File: config.mk
export PLATFORM = sky130hd
export DESIGN_NAME = car_park_occupancy
export DESIGN_NICKNAME = d
export VERILOG_FILES = /design/src/rtl/car_park_occupancy.sv
export SDC_FILE = /design/constraint.sdc
export NUM_CORES = 1
export LEC_CHECK = 0
export BUFFER_PORTS_ARGS = -buffer_cell sky130_fd_sc_hd__buf_2
export CAP_MARGIN = 10
export CORE_MARGIN = 2
export CORE_UTILIZATION = 57
export DETAILED_ROUTE_END_ITERATION = 8
export PLACE_DENSITY = 0.87
export SLEW_MARGIN = 20
export SYNTH_ARGS = -nofsm -noshare
export SYNTH_HDL_FRONTEND = slang
export SYNTH_SLANG_ARGS = --single-unit
File: constraint.sdc
create_clock -name clk -period 4.5 [get_ports clk]
set_input_delay 1.125 -clock clk [delete_from_list [all_inputs] [get_ports clk]]
set_output_delay 1.125 -clock clk [all_outputs]
set_load 0.01 [all_outputs]
File: src/rtl/car_park_occupancy.sv
// Multi-gate car park occupancy counter: per-gate sensor FSMs feed one saturating counter.
// Optional CAR_PARK_BCD_EN adds a registered 3-digit BCD mirror of the count.
module car_park_occupancy #(
  parameter int N_GATES = 2,
  parameter int CAP     = 99,
  parameter int W       = 8
) (
  input  logic               clk,
  input  logic               reset,
  input  logic [N_GATES-1:0] a,
  input  logic [N_GATES-1:0] b,
  output logic [N_GATES-1:0] enter_tick,
  output logic [N_GATES-1:0] exit_tick,
  output logic [W-1:0]       count,
  output logic               full,
  output logic               empty,
  output logic               reject,
  output logic [11:0]        count_bcd
);

  localparam int SW = W + 6;
  localparam logic signed [SW-1:0] CAP_S = SW'(CAP);

  typedef enum logic [2:0] {IDLE, EN1, EN2, EN3, EX1, EX2, EX3, ABORT} state_t;

  function automatic logic [3:0] popcnt(input logic [N_GATES-1:0] v);
    logic [3:0] n;
    n = '0;
    for (int i = 0; i < N_GATES; i++) n = n + {3'b000, v[i]};
    return n;
  endfunction

  function automatic logic [W-1:0] sat_count(input logic signed [SW-1:0] s);
    if (s[SW-1])     return '0;
    else if (s > CAP_S) return W'(CAP);
    else             return s[W-1:0];
  endfunction

  function automatic logic sat_hit(input logic signed [SW-1:0] s);
    return s[SW-1] || (s > CAP_S);
  endfunction

  // Per-gate passage FSM; each state remembers the sensor pattern it was entered on
  for (genvar g = 0; g < N_GATES; g++) begin : g_gate
    state_t     st_q;
    logic       ent_q;
    logic       ext_q;
    logic [1:0] ab;

    assign ab = {a[g], b[g]};

    always_ff @(posedge clk) begin
      if (reset) begin
        st_q  <= IDLE;
        ent_q <= 1'b0;
        ext_q <= 1'b0;
      end else begin
        ent_q <= 1'b0;
        ext_q <= 1'b0;
        case (st_q)
          IDLE: case (ab)
            2'b10:   st_q <= EN1;
            2'b01:   st_q <= EX1;
            2'b11:   st_q <= ABORT;
            default: st_q <= IDLE;
          endcase
          EN1: case (ab)
            2'b10:   st_q <= EN1;
            2'b11:   st_q <= EN2;
            2'b00:   st_q <= IDLE;
            default: st_q <= ABORT;
          endcase
          EN2: case (ab)
            2'b11:   st_q <= EN2;
            2'b01:   st_q <= EN3;
            2'b10:   st_q <= EN1;
            default: st_q <= ABORT;
          endcase
          EN3: case (ab)
            2'b01:   st_q <= EN3;
            2'b11:   st_q <= EN2;
            2'b00: begin
              st_q  <= IDLE;
              ent_q <= 1'b1;
            end
            default: st_q <= ABORT;
          endcase
          EX1: case (ab)
            2'b01:   st_q <= EX1;
            2'b11:   st_q <= EX2;
            2'b00:   st_q <= IDLE;
            default: st_q <= ABORT;
          endcase
          EX2: case (ab)
            2'b11:   st_q <= EX2;
            2'b10:   st_q <= EX3;
            2'b01:   st_q <= EX1;
            default: st_q <= ABORT;
          endcase
          EX3: case (ab)
            2'b10:   st_q <= EX3;
            2'b11:   st_q <= EX2;
            2'b00: begin
              st_q  <= IDLE;
              ext_q <= 1'b1;
            end
            default: st_q <= ABORT;
          endcase
          default: if (ab == 2'b00) st_q <= IDLE;
        endcase
      end
    end

    assign enter_tick[g] = ent_q;
    assign exit_tick[g]  = ext_q;
  end

  // Occupancy update: all gates net together before clamping
  logic [W-1:0]          count_q, count_d;
  logic                  full_q, empty_q, reject_q;
  logic signed [4:0]     net;
  logic signed [SW-1:0]  sum;

  always_comb begin
    net     = $signed({1'b0, popcnt(enter_tick)}) - $signed({1'b0, popcnt(exit_tick)});
    sum     = $signed({{(SW-W){1'b0}}, count_q}) + $signed({{(SW-5){net[4]}}, net});
    count_d = sat_count(sum);
  end

  always_ff @(posedge clk) begin
    if (reset) begin
      count_q  <= '0;
      full_q   <= 1'b0;
      empty_q  <= 1'b1;
      reject_q <= 1'b0;
    end else begin
      count_q  <= count_d;
      full_q   <= (count_d == W'(CAP));
      empty_q  <= (count_d == '0);
      reject_q <= sat_hit(sum);
    end
  end

  assign count  = count_q;
  assign full   = full_q;
  assign empty  = empty_q;
  assign reject = reject_q;

`ifdef CAR_PARK_BCD_EN
  function automatic logic [11:0] bcd_add(input logic [11:0] v, input logic [3:0] m);
    logic [11:0] r;
    logic [4:0]  d;
    logic [4:0]  c;
    r = '0;
    c = {1'b0, m};
    for (int i = 0; i < 3; i++) begin
      d = {1'b0, v[4*i +: 4]} + c;
      if (d > 5'd9) begin
        d = d - 5'd10;
        c = 5'd1;
      end else begin
        c = 5'd0;
      end
      r[4*i +: 4] = d[3:0];
    end
    return r;
  endfunction

  function automatic logic [11:0] bcd_sub(input logic [11:0] v, input logic [3:0] m);
    logic [11:0] r;
    logic [4:0]  d;
    logic [4:0]  c;
    r = '0;
    c = {1'b0, m};
    for (int i = 0; i < 3; i++) begin
      if ({1'b0, v[4*i +: 4]} < c) begin
        d = {1'b0, v[4*i +: 4]} + 5'd10 - c;
        c = 5'd1;
      end else begin
        d = {1'b0, v[4*i +: 4]} - c;
        c = 5'd0;
      end
      r[4*i +: 4] = d[3:0];
    end
    return r;
  endfunction

  // BCD tracks the already-clamped binary step, so both saturate identically
  logic [11:0]          bcd_q, bcd_d;
  logic signed [SW-1:0] delta, mag;

  always_comb begin
    delta = $signed({{(SW-W){1'b0}}, count_d}) - $signed({{(SW-W){1'b0}}, count_q});
    mag   = delta[SW-1] ? -delta : delta;
    bcd_d = delta[SW-1] ? bcd_sub(bcd_q, mag[3:0]) : bcd_add(bcd_q, mag[3:0]);
  end

  always_ff @(posedge clk) begin
    if (reset) bcd_q <= '0;
    else       bcd_q <= bcd_d;
  end

  assign count_bcd = bcd_q;
`else
  assign count_bcd = 12'h000;
`endif

endmodule

# After elaboration in Yosys (flattened, before gate mapping)
# Cells that the tools add are included.
# Widths: inputs -> output; s select.
# word_totals
reg_bits,21
word_cells,72
# classes
addsub,4
n_lt_le_gt_ge,1
eq_ne,19
n_mux,22
bitwise,4
reduce_logical,12
# op_table
op,n
$pmux 3 s3,12
$pmux 3 s7,2
$eq 3x3->1 const B,6
$mux 8,2
$reduce_bool 8->1,2
$eq 3x2->1 const B,4
$pmux 2 s3,2
$add 9x3->10,1
$gt 10x8->1 const B,1
$eq 2x2->1 const B,4
$eq 8x7->1 const B,1
$logic_not 8->1,1
$reduce_or 2->1,4
$eq 3x1->1 const B,2
$logic_not 3->1,2
$mux 3,2
$add 1x1->2,2
$eq 2x1->1 const B,2
$logic_not 2->1,2
$not 1->1,4
$sub 2x2->3,1
$mux 1,2
$logic_or 1x1->1,1

# Depth between registers and ports, before layout
# depth
ltp_word,7
depth_mapped,14
ltp_nobuf,14

# Least setup slack after synthesis
# No wires, ideal clock.
# synth_timing
kind,register to register
startpoint,register g_gate[1].ent_q
endpoint,register count_q[0] (netlist: count[0])
setup_time_ns,0.115
t_arrival_ns,3.112
required_time_ns,4.385
path_slack_ns,1.273
path_stages_with_launch,15
n_path_buf,1
synth_period_minus_slack_ns,3.227
cell_sequence,dfxtp_1 inv_1 fa_1 inv_1 ha_1 inv_1 ha_1 fa_1 clkbuf_1 xnor2_1 nand3_1 mux2_2 a2bb2oi_1 o32ai_2 o21a_1
# synth_between
elab_chain_cells,6
# synth_lines
item,line,rtl
"start, declared",46,logic ent_q;
"start signal, assigned",55,ent_q <= 1'b0;
"start signal, assigned",58,ent_q <= 1'b0;
"start signal, assigned",84,ent_q <= 1'b1;
$add 1x1->2 *,29,"for (int i = 0; i < N_GATES; i++) n = n + {3'b000, v[i]};"
$sub 2x2->3 *,125,"net = $signed({1'b0, popcnt(enter_tick)}) - $signed({1'b0, popcnt(exit_tick)});"
$add 9x3->10 *,126,"sum = $signed({{(SW-W){1'b0}}, count_q}) + $signed({{(SW-5){net[4]}}, net});"
$gt 10x8->1,35,else if (s > CAP_S) return W'(CAP);
$mux 8,35,
$mux 8 *,34,if (s[SW-1]) return '0;
"end signal, assigned",137,count_q <= count_d;
"end, declared",119,"logic [W-1:0] count_q, count_d;"
# Mark *: on every way between the ends. The rest lies on a longest branch, timed or not.
# A chain may end at the register's enable or synchronous reset.

# Worst setup path after layout
# layout_timing
startpoint,register g_gate[1].ent_q
endpoint,register count_q[4] (netlist: count[4])
# Same word-level chain as after synthesis.

==> results.env <==
GRT_START_MAX_NET_PINS=23
PRE_CTS_WORST_SETUP_SLACK_NS=0.8320
GRT_PASS1_WL_UM=6617
POST_SYNTH_NUM_CELL_TYPES=57
INITIAL_UTILIZATION=0.5906
AREAL_POWER_DENSITY_OVER_THE_CELLS_mW_PER_MM2=252.4
FINALHOLDVIOLATIONS=0
ASYNCSETRESETFLOPFRACSYNTH=0
R2R_DEPTH=12
REMAINING_DRC_ERRORS=0
CTS_HOLD_BUFFERS=0
VIAS_PER_CELL=5.687
WORST_HOLD_PATH.NUM_CELLS=1
PLACE.GP.CONGESTION=0.8962
GRT.OVERFLOW.TOTAL=0
VIAS=1655
DRT_WL_TOTAL_UM=3700
AVGROUTEDWIREPERCELL_UM=12.71
SYNTHCELLS=242
CRITPATHCAPTURETYPE='flip-flop'
INSERTEDDIODECOUNT=0
CRIT_PATH_MAX_FANOUT=22
DIE_AREA_MM2=0.003944
CTS.SINKS=21
CRIT_CHAIN='inv_1 > fa_1 > inv_1 > ha_1 > inv_1 > ha_1 > or4b_1 > o31ai_1 > o41ai_1 > a22oi_1 > nand2b_1 > nor4_1'
FINAL.SETUP_SKEW_NS=0.005390
HP-START='g_gate[1].st_q[0]'
P_LEAK_nW=0.8594
SYNTH_FF_TYPE='dfxtp_1'
CPPEAKSTAGEDELAY_NS=0.63
WORST_R2R_ENDPOINT='count[4]'
CLOCK_LATENCY_NS=0.31
MAPPEDNETLISTAREA_MM2=0.001971
FIRST_GLOBAL_VIAS=1476
DETAILEDROUTE.FIRSTITERATIONVIOLATIONS=124
FINISH.NET_COUNT=271
SYNTH_AREA_LEADER_CELL='dfxtp_1'
FLOORPLAN.ROWS=21
CRITICAL_PATH.STARTPOINT_TYPE='flip-flop'
CLOCKROOTBUFFER='clkbuf_4'
CLK_PIN_SLEW_WORST_PATHS_NS=0.11
CTS_TREE='done'
NUMPORTBUFFERS=20
DIEWIDTH_UM=62.80
NUMBER_OF_PLACED_I_O_PINS=33
GRT_ANTENNA_BEFORE_REPAIR=0
WORSTMARGINPINSLEW_NS=0.7394
POST_ROUTE_CELLS_DRIVE_ABOVE_1_SHARE=0.1510
RR_STARTPOINT='g_gate[1].ent_q'
FINALPOWER_mW=0.5041
SYNTH_TOP_AREA_SHARE=0.2133
CPMAXSTAGEDELAYCELL='ha_1'
WORST_SETUP_PATH_STARTPOINT='g_gate[1].ent_q'
AREA_OVERHEAD_VS_SYNTH_PCT=1.334
FINALSETUPTNS_NS=0
POST_CTS.REPAIR.SETUP_BUFFERS=0
DRT_PRE_ANTENNA_ITERS=7
GRT_SETUP_UNREPAIRED='false'
ANT_NETS_AFTER_ROUTE=0
FIN_CRIT_NS=3.699
FINAL-MAX-SLEW-VIOLATION-COUNT=0
SETUP_WS_NS=0.8008
CTS_INSERTED_BUFFERS=3
YOSYS_REGISTER_BITS=21
VDD.IR_DROP.WORST_mV=0.1540
WORST_EP_REQUIRED_TIME_NS=4.72
PLACE.DETAILED.HPWL_UM=2873
CORE_AREA_MM2=0.003337
FIN_UTIL=0.5984
FIN_CRIT_SH=0.8221
SETUP_VIOL=0
YS_TOP_CELLS_BY_AREA='dfxtp_1, ha_1, buf_4, inv_1, mux2_2'
FP.DIEH_UM=62.80
CLK_PATH_BUF_DEPTH=2
CRITICAL_PATH_CLASS='reg2reg'
HOLD_CLASS='reg2reg'
NUMBER_OF_INSTANCES_RESIZED_DURING_POST_CTS_REPAIR=0
RUN_STATUS='finished, final reports clean'
H-TREE-DEPTH=1
SETUP.REG_TO_REG.WORST_SLACK_NS=0.80
SYNTH_WARNINGS=0
MIN_TO='g_gate[1].ext_q'
CRITPATHARRIVALTIME_NS=3.92
SYNTH-SEQ-AREA-SHARE=0.2133
WORST_PATH_MOST_REPEATED_CELL='inv_1'
MAX_FREQ_MHz=270.3
COUNT_OF_FLIP_FLOPS_WITH_A_BUILT_IN_ENABLE_AFTER_SYNTHESIS=0
SLEW_HEADROOM=0.5071
GROUTE.USAGE.OVERALL=0.2043
POSTSYNTHAREAPERCELL_UM2=8.143
CAP_VIOL_MAX_COUNT=0
[metrics by stage]
stage	instance area, um2	hold WS [ns]	cells
global route	1997	0.6237	291
global placement	1969	0.5505	287
detailed placement	1969	0.5391	287
finish	1997	0.5652	291
floorplan	2016	0.4940	254
CTS	1997	0.5596	291
[layer usage]
| metal | up-vias | track usage | wire, um |
|---|---|---|---|
| li1 | 848 | - | - |
| met1 | 776 | 0.2447 | 1613 |
| met2 | 26 | 0.3656 | 1913 |
| met3 | 5 | 0.02703 | 112 |
| met4 | 0 | 0.08333 | 60 |
| met5 | - | 0 | 0 |
[where the power goes]
group | internal [mW] | switching [mW] | leakage (nW) | total, mW
Sequential | 0.207 | 0.0473 | 0.173 | 0.254
Clock | 0.0332 | 0.0557 | 0.0177 | 0.0889
Combinational | 0.0777 | 0.0835 | 0.668 | 0.161
[worst max-delay path by stage]
stage,slack [ns],cells after the start,endpoint
after floorplan,1.27,14,count[0]
after global placement,0.92,12,count[4]
after detailed placement,0.83,12,count[4]
after CTS,0.80,12,count[1]
after global routing,0.52,12,count[4]
final,0.80,12,count[4]
[final cells by class]
cell class,count,area [um2]
Tap cell,46,57.56
Inverter,20,75.07
Multi-Input combinational cell,180,1316
Clock buffer,3,22.52
Sequential cell,21,420.4
Timing Repair Buffer,20,100.1
Fill cell,316,1340
Clock inverter,1,5.005
[state kept, by name (all words and copies together), names as in the netlist]
register	count
count	8
empty	1
full	1
g_gate.ent_q	2
g_gate.ext_q	2
g_gate.st_q	6
reject	1
[cells by family after synthesis]
kind of cell    after synthesis  synth area share
fa+ha+maj                    19            0.1283
compound gates               55            0.2083
xor+xnor                      6           0.03048
flops                        21            0.2133
other cells                   1          0.001903
mux                          10           0.05460
buf+inv                      53            0.1416
simple gates                 77            0.2216
[cells in the mapped netlist (all sizes together) (3+ instances only)]
cell / n
a211oi: 6
a21oi: 11
a2bb2oi: 3
a31oi: 4
buf: 20
clkbuf: 13
dfxtp: 21
ha: 17
inv: 20
mux2: 6
mux2i: 4
nand2: 13
nand2b: 3
nand3b: 3
nor2: 15
nor2b: 4
nor3: 12
nor3b: 3
nor4: 9
nor4b: 4
o21ai: 7
o22ai: 4
or3: 3
xnor2: 6
[cells in the final DEF (no fill, tap or decap), drive strengths merged, types with 4 or more instances in the layout]
cell type / synthesis / layout
nor4b: 4 / 4
nor2: 15 / 15
inv: 20 / 20
o21ai: 7 / 7
a211oi: 6 / 6
dfxtp: 21 / 21
mux2: 6 / 6
a21oi: 11 / 11
o22ai: 4 / 4
a31oi: 4 / 4
nor3: 12 / 12
nor2b: 4 / 4
buf: 20 / 20
nor4: 9 / 9
xnor2: 6 / 6
conb: 1 / 13
mux2i: 4 / 4
nand2: 13 / 13
ha: 17 / 17
[worst max-delay path, delay by kind of cell (launching register included)]
kind	cells	cell delay, ns
AO/OA/AOI/OAI	3	0.75
adder cells (fa/ha/maj)	3	1.29
buffers and inverters	3	0.16
flip-flops	1	0.34
AND/OR/NAND/NOR	3	1.07
Power figures use the tool's default switching activity.
